===== config.mk =====
export PLATFORM = sky130hd
export DESIGN_NAME = riscv_prog_loader_flat
export DESIGN_NICKNAME = d
export VERILOG_FILES = /design/src/rtl/riscv_pkg.sv /design/src/rtl/riscv_prog_loader_if.sv /design/src/rtl/riscv_byte_packer.sv /design/src/rtl/riscv_prog_loader.sv /design/src/flat_wrapper.sv
export SDC_FILE = /design/constraint.sdc
export NUM_CORES = 1
export LEC_CHECK = 0
export ABC_AREA = 1
export CAP_MARGIN = 20
export CORE_MARGIN = 1.5
export CORE_UTILIZATION = 50
export DETAILED_ROUTE_END_ITERATION = 12
export GPL_ROUTABILITY_DRIVEN = 0
export PLACE_DENSITY = 0.74
export SLEW_MARGIN = 20
export SYNTH_ARGS = -nofsm -noshare
export SYNTH_HDL_FRONTEND = slang
export SYNTH_SLANG_ARGS = --single-unit

===== constraint.sdc =====
create_clock -name clk1 -period 8 [get_ports clk1]
set_input_delay 1.2 -clock clk1 [delete_from_list [all_inputs] [get_ports clk1]]
set_output_delay 1.2 -clock clk1 [all_outputs]
set_load 0.005 [all_outputs]

===== src/rtl/riscv_pkg.sv =====
// Shared definitions for the CPU and its program loader: opcodes, the HLT
// word both ends agree on, and the loader state encoding.
package riscv_pkg;

  localparam logic [5:0] OP_ADD  = 6'b000000;
  localparam logic [5:0] OP_SUB  = 6'b000001;
  localparam logic [5:0] OP_AND  = 6'b000010;
  localparam logic [5:0] OP_OR   = 6'b000011;
  localparam logic [5:0] OP_BEQZ = 6'b000100;
  localparam logic [5:0] OP_ADDI = 6'b001010;
  localparam logic [5:0] OP_LW   = 6'b100011;
  localparam logic [5:0] OP_SW   = 6'b101011;
  localparam logic [5:0] OP_HLT  = 6'b111111;

  localparam logic [31:0] HLT_WORD = {OP_HLT, 26'd0};

  typedef enum logic [2:0] {
    ST_IDLE,
    ST_HDR_HI,
    ST_HDR_LO,
    ST_DATA,
    ST_CSUM,
    ST_HLT_WR,
    ST_DONE,
    ST_ERR
  } loader_state_t;

endpackage


===== src/rtl/riscv_prog_loader_if.sv =====
// Byte-stream input and memory write port of the program loader.
// master = stream source / memory side, slave = the loader.
interface riscv_prog_loader_if #(
  parameter int ADDR_W = 10
);
  logic              in_valid;
  logic [7:0]        in_data;
  logic              in_ready;
  logic              mem_we;
  logic [ADDR_W-1:0] mem_addr;
  logic [31:0]       mem_wdata;

  modport master (
    output in_valid, in_data,
    input  in_ready, mem_we, mem_addr, mem_wdata
  );

  modport slave (
    input  in_valid, in_data,
    output in_ready, mem_we, mem_addr, mem_wdata
  );
endinterface


===== src/rtl/riscv_byte_packer.sv =====
// Assembles big-endian 32-bit words from a byte stream. word_valid is high
// in the cycle the 4th byte of a word is presented, with the complete word.
module riscv_byte_packer (
  input  logic        clk1,
  input  logic        rst,
  input  logic        clear,
  input  logic        byte_valid,
  input  logic [7:0]  byte_data,
  output logic        word_valid,
  output logic [31:0] word
);
  logic [1:0]  idx;
  logic [23:0] shreg;

  assign word_valid = byte_valid && (idx == 2'd3);
  assign word       = {shreg, byte_data};

  // Byte index and the three earlier bytes of the word being assembled.
  always_ff @(posedge clk1 or posedge rst) begin
    // NOTE: state registers use non-blocking assignments so every flop samples
    // pre-edge values; blocking here would create ordering-dependent logic.
    if (rst) begin
      idx   <= 2'd0;
      shreg <= 24'd0;
    end else if (clear) begin
      idx   <= 2'd0;
      shreg <= 24'd0;
    end else if (byte_valid) begin
      idx   <= idx + 2'd1;
      shreg <= {shreg[15:0], byte_data};
    end
  end
endmodule


===== src/rtl/riscv_prog_loader.sv =====
// Program loader: parses a framed byte stream (16-bit word count, words,
// XOR checksum), writes the words into CPU memory, optionally appends HLT,
// and releases the CPU with cpu_run once the checksum matches.
module riscv_prog_loader
  import riscv_pkg::*;
#(
  parameter int ADDR_W     = 10,
  parameter int BASE_ADDR  = 0,
  parameter int MAX_WORDS  = 1024,
  parameter int APPEND_HLT = 1
) (
  input  logic              clk1,
  input  logic              rst,
  input  logic              start,
  riscv_prog_loader_if.slave bus,
  output logic              busy,
  output logic              done,
  output logic              error,
  output logic              cpu_run,
  output logic [ADDR_W:0]   words_loaded
);
  localparam int MEM_WORDS = 1 << ADDR_W;
  localparam logic [ADDR_W-1:0] BASE = ADDR_W'(BASE_ADDR);

  loader_state_t state;
  logic [15:0]   n_words;
  logic [7:0]    csum_acc;

  logic          accept;
  logic          restart;
  logic [15:0]   n_full;
  logic          hdr_bad;
  logic          last_word;
  logic          word_valid;
  logic [31:0]   word;

  assign accept    = bus.in_valid && bus.in_ready;
  assign restart   = start && (state == ST_IDLE || state == ST_DONE || state == ST_ERR);
  assign n_full    = {n_words[15:8], bus.in_data};
  assign hdr_bad   = (int'(n_full) > MAX_WORDS) ||
                     ((BASE_ADDR + int'(n_full) + APPEND_HLT) > MEM_WORDS);
  assign last_word = (16'(words_loaded) + 16'd1) == n_words;

  riscv_byte_packer u_packer (
    .clk1       (clk1),
    .rst        (rst),
    .clear      (restart),
    .byte_valid (accept && state == ST_DATA),
    .byte_data  (bus.in_data),
    .word_valid (word_valid),
    .word       (word)
  );

  // Frame FSM with registered stream, memory and status outputs.
  always_ff @(posedge clk1 or posedge rst) begin
    if (rst) begin
      // NOTE: the target memory lives outside this block, so reset leaves the
      // already-loaded words intact; only the loader's own registers clear.
      state        <= ST_IDLE;
      n_words      <= 16'd0;
      csum_acc     <= 8'd0;
      bus.in_ready <= 1'b0;
      bus.mem_we   <= 1'b0;
      bus.mem_addr <= '0;
      bus.mem_wdata <= 32'd0;
      busy         <= 1'b0;
      done         <= 1'b0;
      error        <= 1'b0;
      cpu_run      <= 1'b0;
      words_loaded <= '0;
    end else begin
      bus.mem_we <= 1'b0;
      if (accept) csum_acc <= csum_acc ^ bus.in_data;

      case (state)
        ST_IDLE, ST_DONE, ST_ERR: begin
          if (start) begin
            state        <= ST_HDR_HI;
            busy         <= 1'b1;
            bus.in_ready <= 1'b1;
            done         <= 1'b0;
            error        <= 1'b0;
            cpu_run      <= 1'b0;
            words_loaded <= '0;
            csum_acc     <= 8'd0;
          end
        end
        ST_HDR_HI: begin
          if (accept) begin
            n_words[15:8] <= bus.in_data;
            state         <= ST_HDR_LO;
          end
        end
        ST_HDR_LO: begin
          if (accept) begin
            n_words[7:0] <= bus.in_data;
            if (hdr_bad) begin
              state        <= ST_ERR;
              error        <= 1'b1;
              busy         <= 1'b0;
              bus.in_ready <= 1'b0;
            end else if (n_full == 16'd0) begin
              state <= ST_CSUM;
            end else begin
              state <= ST_DATA;
            end
          end
        end
        ST_DATA: begin
          if (word_valid) begin
            bus.mem_we    <= 1'b1;
            bus.mem_addr  <= BASE + words_loaded[ADDR_W-1:0];
            bus.mem_wdata <= word;
            words_loaded  <= words_loaded + 1'b1;
            if (last_word) state <= ST_CSUM;
          end
        end
        ST_CSUM: begin
          if (accept) begin
            bus.in_ready <= 1'b0;
            if (bus.in_data != csum_acc) begin
              state <= ST_ERR;
              error <= 1'b1;
              busy  <= 1'b0;
            end else if (APPEND_HLT != 0) begin
              state         <= ST_HLT_WR;
              bus.mem_we    <= 1'b1;
              bus.mem_addr  <= BASE + n_words[ADDR_W-1:0];
              bus.mem_wdata <= HLT_WORD;
            end else begin
              state   <= ST_DONE;
              done    <= 1'b1;
              cpu_run <= 1'b1;
              busy    <= 1'b0;
            end
          end
        end
        ST_HLT_WR: begin
          state   <= ST_DONE;
          done    <= 1'b1;
          cpu_run <= 1'b1;
          busy    <= 1'b0;
        end
        default: state <= ST_IDLE;
      endcase
    end
  end
endmodule


===== src/flat_wrapper.sv =====
// flat-port wrapper written by rule: the top's interface ports become plain ports
module riscv_prog_loader_flat import riscv_pkg::*;
#(
  parameter int ADDR_W     = 10,
  parameter int BASE_ADDR  = 0,
  parameter int MAX_WORDS  = 1024,
  parameter int APPEND_HLT = 1
)
  (clk1, rst, start, busy, done, error, cpu_run, words_loaded, bus_in_valid, bus_in_data, bus_in_ready, bus_mem_we, bus_mem_addr, bus_mem_wdata);
  riscv_prog_loader_if #(.ADDR_W(ADDR_W)) bus_i ();
  input  logic clk1;
  input  logic rst;
  input  logic start;
  output logic busy;
  output logic done;
  output logic error;
  output logic cpu_run;
  output logic [ADDR_W:0] words_loaded;
  input wire logic [$bits(bus_i.in_valid)-1:0] bus_in_valid;
  input wire logic [$bits(bus_i.in_data)-1:0] bus_in_data;
  output wire logic [$bits(bus_i.in_ready)-1:0] bus_in_ready;
  output wire logic [$bits(bus_i.mem_we)-1:0] bus_mem_we;
  output wire logic [$bits(bus_i.mem_addr)-1:0] bus_mem_addr;
  output wire logic [$bits(bus_i.mem_wdata)-1:0] bus_mem_wdata;
  assign bus_i.in_valid = bus_in_valid;
  assign bus_i.in_data = bus_in_data;
  assign bus_in_ready = bus_i.in_ready;
  assign bus_mem_we = bus_i.mem_we;
  assign bus_mem_addr = bus_i.mem_addr;
  assign bus_mem_wdata = bus_i.mem_wdata;
  riscv_prog_loader #(.ADDR_W(ADDR_W), .BASE_ADDR(BASE_ADDR), .MAX_WORDS(MAX_WORDS), .APPEND_HLT(APPEND_HLT)) u_core (.clk1(clk1), .rst(rst), .start(start), .bus(bus_i), .busy(busy), .done(done), .error(error), .cpu_run(cpu_run), .words_loaded(words_loaded));
endmodule

# Word-level counts from Yosys, hierarchy flattened
# Cells that the tools add are included.
# totals
output_inout_bits	59
word_cells	112
input_bits	12
regBits	111
# classes
n_reduce_logical	25
mux	47
addsub	4
eq_ne	19
bitwise	1
n_lt_le_gt_ge	2
# op_table
cell	count
32-bit two-way mux	3
32-bit one-hot mux with 2 select lines	1
24-bit two-way mux	2
32-bit by 12-bit greater-than comparator with 1-bit output (second input constant)	1
10-bit two-way mux	3
3-bit two-way mux	8
8-bit two-way mux	3
11-bit two-way mux	2
11-bit one-hot mux with 2 select lines	1
10-bit one-hot mux with 2 select lines	1
3-bit one-hot mux with 6 select lines	1
6-bit AND reduction	3
16-bit by 1-bit adder with 17-bit output (second input constant)	1
16-bit == test	1
16-bit by 11-bit greater-than comparator with 1-bit output (second input constant)	1
16-bit logical NOT	1
1-bit two-way mux	14
11-bit by 1-bit adder with 12-bit output (second input constant)	1
3-bit == test (second input constant)	4
2-bit by 1-bit inequality test with 1-bit output (second input constant)	6
11-bit by 1-bit adder with 11-bit output (second input constant)	1
8-bit inequality test	1
2-bit nonzero test	4
8-bit bitwise XOR	1
19 further kinds	33

# Longest topological paths before layout
# Gate-level depths: netlist of the first run.
# depth
word_depth	6
ltp_mapped	16
depth_no_buf	16

# Modules after synthesis
# From an unflattened synthesis of the first run, not the netlist that was laid out.
# unflattened
hier_cells	661
hier_area_um2	5313.8
# by_module_without_submodules
mod	seq_area_each_um2	area_each_um2	instances	cells_per_inst
riscv_prog_loader	2127.0	4181.5	1	535
riscv_byte_packer	650.6	1132.3	1	126

# Worst setup path after synthesis of the first run
# OpenSTA, ideal clock, no wires.
# synth_timing
kind	input-to-reg
from	input port bus_in_data[2]
to	register u_core.bus.mem_wdata[0]
setup_slack_ps	5677
setup_ps	117
required_time_ps	7883
path_buffers	1
cell_stages	11
arrival_ps	2206
cell_sequence	xnor2_1 > nand2_1 > nor3_2 > nand4_1 > nor2_1 > nand2_1 > nand2_4 > inv_4 > buf_6 > nand2_1 > nand2_1
# synth_via
elab_chain_cells	3
# synth_lines
item	line_no	rtl
from (decl)	flat_wrapper.sv:20	input wire logic [$bits(bus_i.in_data)-1:0] bus_in_data;
8-bit inequality test	riscv_prog_loader.sv:121	if (bus.in_data != csum_acc) begin
2-bit inequality test (no source line)	-	
4-bit AND reduction (no source line)	-	
to (signal assigned)	riscv_prog_loader.sv:113	bus.mem_wdata <= word;
to (decl)	riscv_prog_loader_if.sv:20	output in_ready, mem_we, mem_addr, mem_wdata
# Every way passes these cells.
# A chain may end at the register's enable or synchronous reset.

# Final worst setup path of the first run
# layout_timing
from	input port bus_in_valid
to	register u_core.u_packer.shreg[8]
# layout_via
elab_chain_cells	3
# layout_lines
item	line_no	rtl
from (decl)	flat_wrapper.sv:19	input wire logic [$bits(bus_i.in_valid)-1:0] bus_in_valid;
1-bit logical AND	riscv_prog_loader.sv:37	assign accept = bus.in_valid && bus.in_ready;
1-bit logical AND	riscv_prog_loader.sv:48	.byte_valid (accept && state == ST_DATA),
2-bit nonzero test (no source line)	-	
to (signal assigned)	riscv_byte_packer.sv:30	shreg <= {shreg[15:0], byte_data};
to (decl)	riscv_byte_packer.sv:13	logic [23:0] shreg;
# Every way passes these cells.

==> impl_metrics.yaml, run 1 <==
logic_synthesis:
  syn_inst: 624
  syn_area_cell_sq_um: 8.355
  syn_nets: 638
  ys_seq_area_share_pct: 53.28
  number_of_distinct_library_cells_after_synthesis: 36
  ys_ff_latch: 111
  summed_instance_area_of_the_synthesized_netlist_sq_um: 5214
  yosysWarningCount: 0
setup_path:
  r2r_slack_ns: 5.41
  critical_path.reg2reg.endpoint: "u_core.u_packer.shreg[8]$_DFFE_PP0P_"
  critPathMaxStageDelay_ns: 0.70
  critical_path_peak_fanout: 34
  crit_path_start_kind: "input pin"
  critical_path_class: "in -> reg"
  worst_ep_arrival_time_ns: 3.73
  worstSetupStartpoint: "bus_in_valid"
  worstSetupEndpointType: "register"
  rr_worst_depth: 5
  top_cell_by_count_worst_path: "nand2_1"
  required_ns: 8.24
  timing.critical_path.slowest_stage_cell: "nand2_1"
  worstPathCellList: "clkdlybuf4s50_1 -> nand2_1 -> nor2_4 -> clkinv_1 -> nand2_1 -> o22ai_1"
  critical_path.reg2reg.startpoint: "u_core.bus.in_ready$_DFFE_PP0P_"
routing:
  firstDrtPassIters: 5
  finalWirelength_um: 11810
  first_iter_violations: 267
  post-route-drc-count: 0
  viasPerCell: 5.228
  route.detailed.wl_per_inst_um: 14.32
  antenna_violating_nets_post_route: 0
  via_count: 4313
finish:
  post_route_cells_drive_above_1_share_pct: 7.402
  design_area_sq_um: 6171
  insertedDiodeCount: 0
  nNetsFinal: 698
  num-fill-cells: 897
  final_util_pct: 60.32
  area.growth.synth_to_final_pct: 18.36
global_routing:
  grt_pass1_vias: 4204
  globalRoute.totalOverflow: 0
  grt_max_degree: 59
  antenna_found_initial: 0
  global_route_wire_length_before_repair_um: 20280
  grt_usage_pct: 23.07
timing:
  worst_hold_slack_ns: 0.4809
  grt_setup_unrepaired: "no"
  period_share_pct: 43.57
  tns_ns: 0
  finalClockSkew_ns: 0.01044
  slew_viol_final: 0
  period_needed_ns: 3.486
  timing.final.hold_violations: 0
  timing_worst_slew_pin_value_ns: 0.7681
  fin_ws_ns: 4.514
  timing.slew.headroom_pct: 48.47
  maxClockFrequency_ghz: 0.2869
  timing.final.setup_violations: 0
placement:
  placement.cell_area_sq_um: 5967
  portBuffers: 70
  detailedPlace.worstSlack_ns: 4.144
  dp.final_hpwl_um: 8277
floorplan:
  die_w_um: 105.1
  start_util_pct: 50.96
  pin_count: 71
  placementRows: 37
  floorplan.die.height_um: 105.1
  die_area_sq_um: 11050
  core_area_sq_um: 10230
clocking:
  post_cts_resized: 0
  tritoncts_num_sinks: 111
  worst_skew_pair.late_latency_ns: 0.38
  ctsRootBufferMaster: "clkbuf_8"
  postCtsSetupRepairBufs: 0
  htreeDepth: 3
  clkTransAtPathRegs_ns: 0.11
  cts_tree: "built"
  holdBufCountCts: 0
  tritoncts.num_buffers: 9
  ctsLongestPathBuffers: 2
run:
  max_cap_viol_count: 0
power:
  p_leak_nw: 2.990
  ir_drop_mv: 0.1086
  power_density_over_the_cells_nw_per_um2: 254.0
hold_path:
  worstHoldEndpoint: "u_core.bus.mem_addr[4]$_DFFE_PP0P_"
  holdPathStages: 2
  worst_hold_check_path_type: "reg -> reg"
  worst_min_path_start: "u_core.bus.mem_addr[4]$_DFFE_PP0P_"
run_status:
  outcome: "completed"
logic make-up (layout without fill, tap and decap cells):
| group | after synthesis | after routing | synth area share (%) |
|---|---|---|---|
| flip-flops | 111 | 111 | 53.28 |
| AND/OR/NAND/NOR | 334 | 334 | 28.29 |
| AO/OA/AOI/OAI | 76 | 76 | 8.496 |
| XOR/XNOR | 11 | 11 | 1.992 |
| adder cells (fa/ha/maj) | 2 | 2 | 0.4799 |
| buffers and inverters | 90 | 155 | 7.463 |
metal layers:
metal  GRT usage [%]  part of all wire (%)  routed length [um]
met1           31.71                    46                5412
met2           37.54                    48                5678
met3           3.681                   4.8                 567
met4           7.436                   1.3                 153
met5               0                     0                   0
final cells by class:
| class | instances | area, sq um | share of cell area (%) |
|---|---|---|---|
| Timing Repair Buffer | 72 | 715.7 | 11.60 |
| Tap cell | 136 | 170.2 | 2.757 |
| Clock inverter | 7 | 80.08 | 1.298 |
| Multi-Input combinational cell | 423 | 2047 | 33.17 |
| Inverter | 67 | 256.5 | 4.157 |
| Clock buffer | 9 | 123.9 | 2.007 |
| Sequential cell | 111 | 2778 | 45.01 |
how the worst max path moves through the flow:
stage	endpoint	slack, ns	cells past startpoint
detailed placement	u_core.u_packer.shreg[0]$_DFFE_PP0P_	4.14	6
global placement	u_core.u_packer.shreg[12]$_DFFE_PP0P_	4.26	6
finish	u_core.u_packer.shreg[8]$_DFFE_PP0P_	4.51	6
floorplan	u_core.bus.in_ready$_DFFE_PP0P_	3.87	1
CTS	u_core.u_packer.shreg[3]$_DFFE_PP0P_	4.56	6
global route	u_core.u_packer.shreg[5]$_DFFE_PP0P_	4.28	6
registers in the layout, summed over array words and instances, names as in the netlist:
signal and flops:
u_core.bus.mem_wdata 32, u_core.cpu_run 1, u_core.u_packer.shreg 24, u_core.csum_acc 8, u_core.words_loaded 11, u_core.busy 1
u_core.bus.mem_addr 10, u_core.state 3, u_core.bus.in_ready 1, u_core.bus.mem_we 1, u_core.error 1, u_core.n_words 16
u_core.u_packer.idx 2
where the power goes:
group	leakage, nW	internal (mW)	switching, mW
Combinational	1.38	0.177	0.300
Clock	0.107	0.150	0.198
Sequential	1.50	0.660	0.0823
metrics by stage:
step           cells  power, mW
4_1_cts          825      1.575
6_report         825      1.568
3_3_place_gp     809      1.206
3_5_place_dp     809      1.225
5_1_grt          825      1.683
2_1_floorplan    624      1.093
critical path: cells and delay by family:
family                 cells  cell delay [ns]
AOI/OAI and AO/OA          1             0.14
buffers and inverters      2             1.10
and+or+nand+nor            3             1.26
cell usage in the layout, fill, tap and decap left out, types with 2 or more instances in the layout:
cell type and n:
nand2_1 187, dfrtp_1 111, clkdlybuf4s50_1 70, nand3_1 65
inv_1 58, o21ai_0 43, nor2_1 42, o22ai_1 23
nor3_1 12, clkbuf_8 9, nand2_2 7, inv_2 6
xor2_1 5, xnor2_1 5, nor2_2 4, a211oi_1 4
nand3_2 3, nor2_4 3, o21ai_1 2, nand3b_1 2
nand4_1 2, a21oi_1 2, inv_4 2, nand2_4 2
ha_1 2, inv_8 2, clkinv_2 2, buf_4 2
Yosys cell counts:
cell | number | area share, %
nand2_1 | 187 | 13
dfrtp_1 | 111 | 53
nand3_1 | 65 | 6.2
inv_1 | 59 | 4.2
o21ai_0 | 43 | 4.1
nor2_1 | 42 | 3.0
o22ai_1 | 23 | 2.8
nor3_1 | 12 | 1.2
clkbuf_1 | 9 | 0.65
nand2_2 | 7 | 0.84
buf_2 | 6 | 0.58
inv_2 | 6 | 0.43
buf_4 | 5 | 0.72
xnor2_1 | 5 | 0.84
xor2_1 | 5 | 0.84
a211oi_1 | 4 | 0.58
nor2_2 | 4 | 0.48
buf_6 | 3 | 0.65
nand3_2 | 3 | 0.58
nor2_4 | 3 | 0.65
a21oi_1 | 2 | 0.19
ha_1 | 2 | 0.48
nand2_4 | 2 | 0.43
nand3b_1 | 2 | 0.29
nand4_1 | 2 | 0.24
o21ai_1 | 2 | 0.19
a221oi_4 | 1 | 0.50
clkinv_1 | 1 | 0.072
inv_4 | 1 | 0.12
nand4_2 | 1 | 0.24
nor3_2 | 1 | 0.19
nor4_1 | 1 | 0.12
nor4_2 | 1 | 0.24
o21a_1 | 1 | 0.14
or2_2 | 1 | 0.12
xor2_2 | 1 | 0.31
Power figures use the tool's default switching activity.
==> inputs of run 2 (changes only) <==
--- a/config.mk
+++ b/config.mk
@@ -11,7 +11,7 @@
 export CORE_UTILIZATION = 50
 export DETAILED_ROUTE_END_ITERATION = 12
 export GPL_ROUTABILITY_DRIVEN = 0
-export PLACE_DENSITY = 0.74
+export PLACE_DENSITY = 0.77
 export SLEW_MARGIN = 20
 export SYNTH_ARGS = -nofsm -noshare
 export SYNTH_HDL_FRONTEND = slang
==> constraint.sdc (replaced) <==
create_clock -name clk1 -period 2.9 [get_ports clk1]
set_input_delay 0.435 -clock clk1 [delete_from_list [all_inputs] [get_ports clk1]]
set_output_delay 0.435 -clock clk1 [all_outputs]
set_load 0.005 [all_outputs]
==> run 2 against run 1 <==
Effect of this change:
- critical path type is now reg -> reg
- largest power group unchanged
- clock power grew to 2.7 times the previous value
- design area grew 0.55%
- non-clock buffer count grew 4
==> impl_metrics.yaml, run 2 (same netlist as run 1, synthesis figures left out) <==
run_status:
  outcome: "completed"
routing:
  finalWirelength_um: 11790
  antenna_violating_nets_post_route: 0
  firstDrtPassIters: 5
  viasPerCell: 5.291
  first_iter_violations: 318
  via_count: 4386
  route.detailed.wl_per_inst_um: 14.22
  post-route-drc-count: 0
timing:
  grt_setup_unrepaired: "no"
  timing.slew.headroom_pct: 64.43
  period_share_pct: 70.74
  tns_ns: 0
  timing.final.hold_violations: 0
  worst_hold_slack_ns: 0.4293
  timing.final.setup_violations: 0
  finalClockSkew_ns: 0.01538
  maxClockFrequency_ghz: 0.4875
  period_needed_ns: 2.051
  slew_viol_final: 0
  timing_worst_slew_pin_value_ns: 0.5323
finish:
  final_util_pct: 60.65
  nNetsFinal: 702
  area.growth.synth_to_final_pct: 19.01
  final_common_cell: "nand2_1"
  insertedDiodeCount: 0
  largest-register: "u_core.bus.mem_wdata"
  largest_register_ffs: 32
  final_cell_mix: "nand2_1 (187), dfrtp_1 (111), clkdlybuf4s50_1 (70)"
  largest_registers: "u_core.bus.mem_wdata: 32 flops, u_core.u_packer.shreg: 24 flops, u_core.n_words: 16 flops"
  post_route_cells_drive_above_1_share_pct: 7.937
clocking:
  worst_skew_pair.late_latency_ns: 0.38
  htreeDepth: 3
  holdBufCountCts: 0
  cts_tree: "built"
  tritoncts_num_sinks: 111
  tritoncts.num_buffers: 9
  clkTransAtPathRegs_ns: 0.11
  post_cts_resized: 0
  ctsRootBufferMaster: "clkbuf_8"
  postCtsSetupRepairBufs: 0
  ctsLongestPathBuffers: 2
placement:
  dp.final_hpwl_um: 8297
  portBuffers: 70
setup_path:
  critical_path.reg2reg.startpoint: "u_core.words_loaded[0]$_DFFE_PP0P_"
  timing.critical_path.slowest_stage_cell: "dfrtp_1"
  worstSetupEndpointType: "register"
  critical_path_class: "reg -> reg"
  rr_worst_depth: 12
  required_ns: 3.17
  r2r_slack_ns: 0.85
  worstPathCellList: "ha_1 -> nand3_2 -> xor2_1 -> nor2_1 -> nor2_1 -> nand3_1 -> nor2_1 -> nand2_1 -> nand2_2 -> nand2_2 -> nand2_1 -> nand2_1"
  critPathMaxStageDelay_ns: 0.54
  endpoint_of_the_most_critical_setup_path: "u_core.state[1]$_DFFE_PP0P_"
  worstSetupStartpoint: "u_core.words_loaded[0]$_DFFE_PP0P_"
  critical_path.reg2reg.endpoint: "u_core.state[1]$_DFFE_PP0P_"
  worst_ep_arrival_time_ns: 2.33
  critical_path_peak_fanout: 8
  crit_path_start_kind: "register"
global_routing:
  grt_max_degree: 68
  grt_pass1_vias: 4132
  globalRoute.totalOverflow: 0
  global_route_wire_length_before_repair_um: 20160
  antenna_found_initial: 0
  grt_usage_pct: 22.73
hold_path:
  worst_hold_check_path_type: "in -> async"
power:
  internal-power_mw: 2.665
  power_density_over_the_cells_nw_per_um2: 691.5
  p_leak_nw: 3.002
  ir_drop_mv: 0.3124
  p_sw_mw: 1.626
  seqPwrFrac_pct: 47.6
  switching_power_as_a_share_of_total_power_pct: 37.89
  report.power.total_mw: 4.290
  power_frac_comb_pct: 30.9
  p_clk_share_pct: 21.6
floorplan:
  die_area_sq_um: 11050
  pin_count: 71
  floorplan.die.height_um: 105.1
  placementRows: 37
  core_area_sq_um: 10230
  die_w_um: 105.1
  start_util_pct: 50.96
run:
  max_cap_viol_count: 0
[run 2: metal layers]
| layer | part of all wire, % | GRT usage, % | vias up | wire length (um) |
|---|---|---|---|---|
| li1 | - | - | 2144 | - |
| met1 | 47 | 32.48 | 2096 | 5549 |
| met2 | 47 | 35.90 | 128 | 5510 |
| met3 | 4.7 | 3.244 | 18 | 553 |
| met4 | 1.5 | 7.241 | 0 | 177 |
| met5 | 0 | 0 | - | 0 |
[run 2: worst min-delay path by stage]
stage                                        start                             endpoint  slack, ns  cells after the start
6_report                                       rst           u_core.cpu_run$_DFFE_PP0P_       0.43                      2
4_1_cts                                        rst  u_core.words_loaded[10]$_DFFE_PP0P_       0.43                      2
3_5_place_dp   u_core.bus.mem_wdata[2]$_DFFE_PP0P_  u_core.bus.mem_wdata[2]$_DFFE_PP0P_       0.46                      2
2_1_floorplan   u_core.u_packer.idx[0]$_DFFE_PP0P_   u_core.u_packer.idx[0]$_DFFE_PP0P_       0.44                      1
3_3_place_gp    u_core.u_packer.idx[0]$_DFFE_PP0P_   u_core.u_packer.idx[0]$_DFFE_PP0P_       0.45                      1
5_1_grt                                        rst  u_core.words_loaded[10]$_DFFE_PP0P_       0.48                      2
[run 2: critical path, delay by kind of cell (launching register included)]
family / cells / cell delay [ns]
AND/OR/NAND/NOR: 10 / 0.86
flip-flops: 1 / 0.54
adder cells (fa/ha/maj): 1 / 0.28
XOR/XNOR: 1 / 0.28
[run 2: cell type report]
class                           instances  area [sq um]
Fill cell                             890          4026
Sequential cell                       111          2778
Multi-Input combinational cell        423          2047
Timing Repair Buffer                   76         758.2
Inverter                               67         257.7
Tap cell                              136         170.2
Clock buffer                            9         123.9
Clock inverter                          7         70.07
[run 2: through the flow]
step                std cells  cell area, sq um  setup WS [ns]
finish                    829              6205         0.8487
global route              829              6205         0.6026
CTS                       829              6205         0.8501
detailed placement        813              6011         0.5045
global placement          813              6011         0.5546
floorplan                 624              5218          1.122
[run 2: power by group through the flow]
stage | Clock [mW] | Sequential [mW] | Combinational [mW]
after floorplan | 0 | 2.02 | 0.999
after CTS | 0.940 | 2.04 | 1.32
after global placement | 0 | 2.05 | 1.29
final | 0.925 | 2.04 | 1.32
after global routing | 0.993 | 2.07 | 1.50
after detailed placement | 0 | 2.07 | 1.32
